===== src/rtl/mcu_local_axil_wr_fsm.sv =====
// rtl/mcu_local_axil_wr_fsm.sv - AXI-Stream result beats written back to memory over AXI-Lite
//
// Purpose:
//   Accepts result beats on s_axis_* and writes each one to memory over an
//   AXI-Lite write channel. The byte address comes from a word counter that
//   runs from 0 to addr_counter_max-1. That sweep repeats inter_counter_max
//   times. Completion (done) and failure (error) are reported to the global FSM.
//
// Ports:
//   clk, rst                   clock, synchronous active-high reset
//   s_axis_t{data,valid,ready,last}
//                              input result stream
//   m_axil_aw{addr,prot,valid,ready}
//                              AXI-Lite write address channel
//   m_axil_w{data,strb,valid,ready}
//                              AXI-Lite write data channel
//   m_axil_b{resp,valid,ready} AXI-Lite write response channel
//   glo_fsm_state              global FSM state (START / ERROR / END encodings)
//   addr_counter_max           words per iteration (ADDR_WIDTH+1 bits, 2^ADDR_WIDTH legal)
//   inter_counter_max          number of iterations
//   done                       every write issued and acknowledged
//   error                      block is in its error state
//
// Optional feature:
//   MCU_WR_TLAST_CHECK_EN - when defined, s_axis_tlast must be high exactly on
//   the final beat. A mismatched beat is dropped and the block enters ERR.

module mcu_local_axil_wr_fsm #(
  parameter int DATA_WIDTH       = 16,
  parameter int DATA_STRB_WIDTH  = DATA_WIDTH / 8,
  parameter int ADDR_WIDTH       = 32,
  parameter int INTER_ITER_WIDTH = 32,
  parameter int MAX_OUTSTANDING  = 4,
  parameter int GLO_FSM_WIDTH    = 2,
  parameter int GLO_FSM_STR      = 0,
  parameter int GLO_FSM_ERR      = 2,
  parameter int GLO_FSM_END      = 3
) (
  input  logic                        clk,
  input  logic                        rst,

  input  logic [DATA_WIDTH-1:0]       s_axis_tdata,
  input  logic                        s_axis_tvalid,
  output logic                        s_axis_tready,
  input  logic                        s_axis_tlast,

  output logic [ADDR_WIDTH-1:0]       m_axil_awaddr,
  output logic [2:0]                  m_axil_awprot,
  output logic                        m_axil_awvalid,
  input  logic                        m_axil_awready,

  output logic [DATA_WIDTH-1:0]       m_axil_wdata,
  output logic [DATA_STRB_WIDTH-1:0]  m_axil_wstrb,
  output logic                        m_axil_wvalid,
  input  logic                        m_axil_wready,

  input  logic [1:0]                  m_axil_bresp,
  input  logic                        m_axil_bvalid,
  output logic                        m_axil_bready,

  input  logic [GLO_FSM_WIDTH-1:0]    glo_fsm_state,
  input  logic [ADDR_WIDTH:0]         addr_counter_max,
  input  logic [INTER_ITER_WIDTH-1:0] inter_counter_max,

  output logic                        done,
  output logic                        error
);

  localparam int STRB_SHIFT = $clog2(DATA_STRB_WIDTH);
  localparam int OUT_W      = $clog2(MAX_OUTSTANDING + 1);

  localparam logic [OUT_W-1:0]            OUT_MAX  = OUT_W'(MAX_OUTSTANDING);
  localparam logic [OUT_W-1:0]            OUT_ONE  = OUT_W'(1);
  localparam logic [ADDR_WIDTH:0]         WORD_ONE = (ADDR_WIDTH + 1)'(1);
  localparam logic [INTER_ITER_WIDTH-1:0] ITER_ONE = INTER_ITER_WIDTH'(1);

  localparam logic [GLO_FSM_WIDTH-1:0] GLO_STR = GLO_FSM_WIDTH'(GLO_FSM_STR);
  localparam logic [GLO_FSM_WIDTH-1:0] GLO_ERR = GLO_FSM_WIDTH'(GLO_FSM_ERR);
  localparam logic [GLO_FSM_WIDTH-1:0] GLO_END = GLO_FSM_WIDTH'(GLO_FSM_END);

  typedef enum logic [2:0] {
    S_IDLE  = 3'd0,
    S_RUN   = 3'd1,
    S_DRAIN = 3'd2,
    S_DONE  = 3'd3,
    S_ERR   = 3'd4
  } state_t;

  state_t                      state;
  logic [ADDR_WIDTH:0]         word_cnt;
  logic [INTER_ITER_WIDTH-1:0] iter_cnt;
  logic [OUT_W-1:0]            outstanding;

  // The pending flags are the AW/W valids themselves; each clears on its own handshake.
  logic aw_pend;
  logic w_pend;

  logic aw_hs;
  logic w_hs;
  logic b_hs;
  logic out_ok;
  logic run_ready;
  logic accept;
  logic word_last;
  logic iter_last;
  logic final_beat;
  logic tlast_bad;
  logic b_err;
  logic go_err;
  logic launch;
  logic cfg_zero;
  logic drained;
  logic [ADDR_WIDTH:0] byte_addr;

  assign m_axil_awvalid = aw_pend;
  assign m_axil_wvalid  = w_pend;
  assign m_axil_awprot  = 3'b000;
  assign m_axil_wstrb   = '1;

  assign aw_hs = aw_pend && m_axil_awready;
  assign w_hs  = w_pend && m_axil_wready;
  assign b_hs  = m_axil_bvalid && m_axil_bready;

  // A B response that arrives in the same cycle frees a slot, so the block
  // keeps streaming at full rate while the window is full.
  assign out_ok    = (outstanding < OUT_MAX) || b_hs;
  assign run_ready = (!aw_pend || m_axil_awready) &&
                     (!w_pend  || m_axil_wready)  &&
                     out_ok;

  // In ERR the stream is sunk so the upstream stage can drain and not deadlock.
  assign s_axis_tready = ((state == S_RUN) && run_ready) || (state == S_ERR);
  assign m_axil_bready = (state == S_RUN) || (state == S_DRAIN) || (state == S_ERR);

  assign accept     = (state == S_RUN) && s_axis_tvalid && s_axis_tready;
  assign word_last  = (word_cnt == (addr_counter_max - WORD_ONE));
  assign iter_last  = (iter_cnt == (inter_counter_max - ITER_ONE));
  assign final_beat = word_last && iter_last;
  assign cfg_zero   = (addr_counter_max == '0) || (inter_counter_max == '0);
  assign drained    = !aw_pend && !w_pend && (outstanding == '0);

  // The shift is done at ADDR_WIDTH+1 bits and then truncated. This lets
  // word_cnt reach 2^ADDR_WIDTH-1 without a wider intermediate.
  assign byte_addr = word_cnt << STRB_SHIFT;

`ifdef MCU_WR_TLAST_CHECK_EN
  assign tlast_bad = accept && (s_axis_tlast != final_beat);
`else
  logic tlast_unused;
  assign tlast_unused = s_axis_tlast;
  assign tlast_bad    = 1'b0;
`endif

  // A B handshake with outstanding==0 has no matching write, so it is treated as an error.
  assign b_err  = b_hs && ((m_axil_bresp != 2'b00) || (outstanding == '0));
  assign go_err = (((state == S_RUN) || (state == S_DRAIN)) && b_err) || tlast_bad;

  // If the block goes to ERR in the same cycle that a beat is accepted, that beat is not launched.
  assign launch = accept && !go_err;

  always_ff @(posedge clk) begin
    if (rst) begin
      state         <= S_IDLE;
      word_cnt      <= '0;
      iter_cnt      <= '0;
      outstanding   <= '0;
      aw_pend       <= 1'b0;
      w_pend        <= 1'b0;
      m_axil_awaddr <= '0;
      m_axil_wdata  <= '0;
      done          <= 1'b0;
      error         <= 1'b0;
    end else begin
      done  <= (state == S_DONE);
      error <= (state == S_ERR);

      if (aw_hs) aw_pend <= 1'b0;
      if (w_hs)  w_pend  <= 1'b0;

      if (launch) begin
        aw_pend       <= 1'b1;
        w_pend        <= 1'b1;
        m_axil_awaddr <= byte_addr[ADDR_WIDTH-1:0];
        m_axil_wdata  <= s_axis_tdata;
        if (word_last) begin
          word_cnt <= '0;
          iter_cnt <= iter_cnt + ITER_ONE;
        end else begin
          word_cnt <= word_cnt + WORD_ONE;
        end
      end

      // A launch and a B handshake in the same cycle cancel each other out.
      if (launch && !b_hs) begin
        outstanding <= outstanding + OUT_ONE;
      end else if (!launch && b_hs && (outstanding != '0)) begin
        outstanding <= outstanding - OUT_ONE;
      end

      case (state)
        S_IDLE: begin
          word_cnt    <= '0;
          iter_cnt    <= '0;
          outstanding <= '0;
          if (glo_fsm_state == GLO_STR) begin
            state <= cfg_zero ? S_ERR : S_RUN;
          end
        end

        S_RUN: begin
          if (go_err) begin
            state <= S_ERR;
          end else if (launch && final_beat) begin
            state <= S_DRAIN;
          end
        end

        S_DRAIN: begin
          if (go_err) begin
            state <= S_ERR;
          end else if (drained) begin
            state <= S_DONE;
          end
        end

        S_DONE: begin
          if (glo_fsm_state == GLO_END) begin
            state <= S_IDLE;
          end
        end

        S_ERR: begin
          if (glo_fsm_state == GLO_ERR) begin
            state <= S_IDLE;
          end
        end

        default: state <= S_IDLE;
      endcase
    end
  end

endmodule


===== config.mk =====
export PLATFORM = sky130hd
export DESIGN_NAME = mcu_local_axil_wr_fsm
export DESIGN_NICKNAME = d
export VERILOG_FILES = /design/src/rtl/mcu_local_axil_wr_fsm.sv
export SDC_FILE = /design/constraint.sdc
export NUM_CORES = 1
export LEC_CHECK = 0
export CORE_MARGIN = 4
export CORE_UTILIZATION = 54
export CTS_CLUSTER_DIAMETER = 120
export DETAILED_ROUTE_END_ITERATION = 10
export PLACE_DENSITY = 0.9
export SKIP_LAST_GASP = 1
export SLEW_MARGIN = 5
export SYNTH_ARGS = -nofsm -noshare
export SYNTH_HDL_FRONTEND = slang
export SYNTH_SLANG_ARGS = --single-unit

===== constraint.sdc =====
create_clock -name clk -period 4 [get_ports clk]
set_clock_uncertainty 0.2 [all_clocks]
set_input_delay 0.4 -clock clk [delete_from_list [all_inputs] [get_ports clk]]
set_output_delay 0.4 -clock clk [all_outputs]
set_load 0.05 [all_outputs]

=== Yosys cells after proc, flatten, opt, wreduce, memory -nomap -nowiden ===
Cells that the tools add are included.

* Bits in registers: 122
* Output and inout port bits: 59
* Word-level logic and storage cells: 90

* Add/sub/neg operators: 6
* $lt $le $gt $ge: 1
* Equality and inequality tests: 13
* Mux-type cells: 16
* Reductions and logical operators: 44

{| class="wikitable"
|+ Operator list
! operator !! count
|-
| $add A33 B1 Y33 const B || 1
|-
| $eq A33 B33 Y1 || 1
|-
| $logic_not A33 Y1 || 1
|-
| $mux W33 || 1
|-
| $sub A33 B1 Y33 const B || 1
|-
| $add A32 B1 Y32 const B || 1
|-
| $eq A32 B32 Y1 || 1
|-
| $logic_not A32 Y1 || 1
|-
| $sub A32 B1 Y32 const B || 1
|-
| $mux W3 || 10
|-
| $logic_and A1 B1 Y1 || 18
|-
| $pmux W3 S5 || 1
|-
| $logic_or A1 B1 Y1 || 8
|-
| $reduce_bool A2 Y1 || 4
|-
| $eq A3 B2 Y1 const B || 2
|-
| $logic_not A3 Y1 || 2
|-
| $logic_not A1 Y1 || 5
|-
| $reduce_and A5 Y1 || 1
|-
| $eq A2 B2 Y1 const B || 2
|-
| $mux W1 || 4
|-
| $ne A2 B1 Y1 const B || 2
|-
| $add A3 B1 Y3 const B || 1
|-
| $eq A3 B1 Y1 const B || 1
|-
| $eq A3 B3 Y1 const B || 1
|-
| other kinds (9) || 9
|}

=== Logic depth before layout (Yosys ltp) ===
* Depth after elaboration: 15
* Depth in mapped cells: 13
* Gate-level depth less buffers: 10

=== Worst setup path before layout ===
Ideal clock, no wire load.

* Kind: input -> register
* Start point: input inter_counter_max[0]
* End point: register state[0]
* Data arrival time: 3204 ps
* Required time: 3667 ps
* Path slack: 463 ps
* Stages on the path: 10
* Path buffers: 1
* Path through: inv_1 ha_1 or4b_2 clkbuf_1 or4b_2 a31oi_1 a21oi_1 or4b_2 nor4_1 a21oi_1

* Cells in the longest elaborated chain, start to end: 6
* Elaborated cells on any way between the ends: 11
* Classes of those cells: 1 x add/sub; 2 x eq/ne; 3 x mux; 5 x reduce/logical

{| class="wikitable"
|+ RTL lines
! element !! RTL line !! RTL
|-
| start, declared || 63 || <nowiki>input logic [INTER_ITER_WIDTH-1:0] inter_counter_max,</nowiki>
|-
| $sub A32 B1 Y32 || 137 || <nowiki>assign iter_last = (iter_cnt == (inter_counter_max - ITER_ONE));</nowiki>
|-
| $eq A32 B32 Y1 || 137 ||
|-
| $logic_and A1 B1 Y1 || 138 || <nowiki>assign final_beat = word_last && iter_last;</nowiki>
|-
| $logic_and A1 B1 Y1 || 213 || <nowiki>end else if (launch && final_beat) begin</nowiki>
|-
| $ne A3 B2 Y1 (no line) || - ||
|-
| $reduce_and A5 Y1 (no line) || - ||
|-
| end signal, assigned || 206 || <nowiki>state <= cfg_zero ? S_ERR : S_RUN;</nowiki>
|-
| end, declared || 89 || <nowiki>state_t state;</nowiki>
|}

Several ways; a longest one is shown, not always the timed one. The select of a mux whose other input is x is not followed.
A chain may end at the register's enable or synchronous reset.

=== Worst setup path in the final report ===
* Start point: input addr_counter_max[20]
* End point: register iter_cnt[24]

* Cells in the longest elaborated chain, start to end: 3

{| class="wikitable"
|+ RTL lines
! element !! RTL line !! RTL
|-
| start, declared || 62 || <nowiki>input logic [ADDR_WIDTH:0] addr_counter_max,</nowiki>
|-
| $sub A33 B1 Y33 || 136 || <nowiki>assign word_last = (word_cnt == (addr_counter_max - WORD_ONE));</nowiki>
|-
| $eq A33 B33 Y1 || 136 ||
|-
| $reduce_and A2 Y1 (no line) || - ||
|-
| end signal, assigned || 187 || <nowiki>iter_cnt <= iter_cnt + ITER_ONE;</nowiki>
|-
| end, declared || 91 || <nowiki>logic [INTER_ITER_WIDTH-1:0] iter_cnt;</nowiki>
|}

No other way between the ends.

==> impl_metrics.ini <==
[status]
status = completed

[floorplanning]
die_x_um = 130.6
start_util_pct = 55.38
io_pins = 151
dieArea_mm2 = 0.01704
coreArea_mm2 = 0.01464
rows = 44
dieHeight_um = 130.6

[sta]
fin_setup_tns_ps = 0
hold_viol_final = 0
worst_pin_slew_ps = 958.9
fin_ws_ps = 280.0
timing.final.crit_share_pct = 93.00
slew_violations = 0
relSlewSlack_pct = 35.48
setup_viol = 0
holdWs_ps = 230.3
max_freq_ghz = 0.2688
rsz0062_at_grt = no
min_period_ps = 3720

[job]
drv_cap = 0

[synth]
muxShareOfSynthArea_pct = 3.116
synth_xor_area_share_pct = 11.23
synth_edf_count = 0
synth_top_family_by_area = simple AND/OR/NAND/NOR gates
synth_fa_ha_area_share_pct = 0.8639
syn_area_mm2 = 0.008110
ys.flop_type = dfxtp_1
synth_warnings = 0
syn_inst = 1094
synthArstFlopShare_pct = 0
synth_seq_cells = 122
synth_cell_types = 74
syn_area_per_cell_um2 = 7.413
synthSimpleGateAreaFrac_pct = 36.35
synth_top_area_share_pct = 30.11
yosysTopAreaCell = dfxtp_1
ys_seq_area_share_pct = 30.11
synth-compound-area-share_pct = 13.36
yosys-top-cells-area = dfxtp_1 30%, nand2_1 8.0%, xnor2_1 6.4%, xor2_1 4.9%, a21oi_1 4.8%

[critical_path]
setup.worst_path.end = iter_cnt[24]
path_max_fanout = 22
crit_path_end_kind = flip-flop
cp-startpoint = addr_counter_max[20]
worstRegToRegCells = 8
worstReg2RegStart = iter_cnt[10]
crit_type = in2reg
worstPathArrival_ps = 3850
required_ps = 4130
r2r_setup_slack_ps = 530
timing.rr.end = iter_cnt[27]
start_kind = primary input

[global_route]
antenna_found_initial = 0
track_usage_pct = 29.37
grt_max_degree = 54
grt_overflow_total = 0
grt_pass1_wl_um = 40450
grt_pass1_vias = 8226

[pwr]
ir_drop_mv = 0.3113
leakage_nw = 3.572
p_per_area_mw_per_mm2 = 369.8
finalPower_mw = 3.957

[cells_and_area]
drive_gt1_share_pct = 9.881
final_cell_mix = 172 x nand2_1, 142 x clkdlybuf4s50_1, 122 x dfxtp_1
layout_commonest_cell = nand2_1
fin_cells = 1449
postLayoutCoreUtil_pct = 73.07
syn2layout_area_growth_pct = 31.94
diodes = 0
finalNetCount = 1350
stdcell_area_mm2 = 0.01070

[place]
gp_congestion = 0.9747
portBuffers = 143
place_area_mm2 = 0.01003
hpwl_um = 17900
dpl.cell_count = 1418
dp_slack_ps = -142.7

[route]
drc = 0
first_iter_violations = 956
antenna_left = 0
wl_per_cell_um = 17.34
vias = 8976
wl_um = 25120
viasPerCell = 6.195
dr.pass1.iters = 5

[hold_path]
hold_path.class = in2reg
whs_path_depth = 2

[clocking]
cts_tree = done
clkTransAtPathRegs_ps = 60
cts_hold_repair.buffers = 0
cts_root_buf = clkbuf_16
clock_sinks = 122
cts_buffers = 17
clk_latency_ps = 420
cts_max_level = 4
cts_buffer_depth = 2
final cells by class:
cell class	instances	area, um2
repair buffers	210	1979
fillers	1061	3944
clock buffers	21	480.5
well taps	184	230.2
clock inverters	10	187.7
multi-input cells	881	5301
flip-flops and latches	122	2442
inverters	21	78.83
power by group:
part           internal [mW]  switching [mW]  leakage (nW)
sequential              1.25          0.0356         0.983
clock                   1.17           0.572         0.322
combinational          0.357           0.576          2.27
worst max-delay path: stages:
cell and delay [ps]:
clkdlybuf4s50_1 430, or4_1 540, or3_1 360, or4_1 470, a211o_1 320, a22oi_1 240, nand4_2 220, buf_12 230
nor3_1 330, mux2i_1 280
how the worst min path moves through the flow:
stage                        endpoint       startpoint  slack [ps]
floorplan                iter_cnt[31]     iter_cnt[31]         260
global placement      m_axil_wdata[1]  m_axil_wdata[1]         240
detailed placement    m_axil_wdata[6]  m_axil_wdata[6]         250
CTS                 m_axil_awaddr[14]              rst         210
global route        m_axil_awaddr[14]              rst         230
finish              m_axil_awaddr[18]              rst         230
sequential cells by signal, indices dropped and copies added, names as in the netlist:
register,cells
state,3
iter_cnt,32
m_axil_awaddr,31
done,1
m_axil_wvalid,1
outstanding,3
m_axil_wdata,16
m_axil_awvalid,1
word_cnt,33
error,1
synthesized netlist by cell type, drive strengths merged (5+ instances only):
cell type / instances
o21ai: 20
nor3b: 6
or3: 37
clkbuf: 57
nand2: 173
mux2i: 23
dfxtp: 122
nand3: 39
xnor2: 59
or2: 8
buf: 17
nand4: 37
a21oi: 77
and3: 20
or4: 27
nor2b: 11
and2: 7
inv: 21
o31ai: 14
nor2: 82
nor3: 49
a31oi: 9
nor4: 41
xor2: 45
and4: 5
nand2b: 12
cells by family after synthesis:
group / count (synthesis)
and+or+nand+nor: 570
AOI/OAI and AO/OA: 171
DFF: 122
xor gates and xnor gates: 104
buffers and inverters: 95
muxes: 25
adders and majority gates: 5
other: 2
per-layer routing:
metal,routed length [um],up-vias,GRT usage [%]
met5,0,-,0
met4,601,0,10.16
met3,2511,74,6.951
met2,11670,472,47.37
met1,10340,4185,38.69
li1,-,4245,-
timing repair:
action / CTS / global route
buffers inserted: 0 / 0
endpoints found under the setup margin: 0 / 2
gates resized for setup: 0 / 1
endpoints found under the hold margin: 0 / 0
Note: power is estimated with default switching activity, not from simulation.
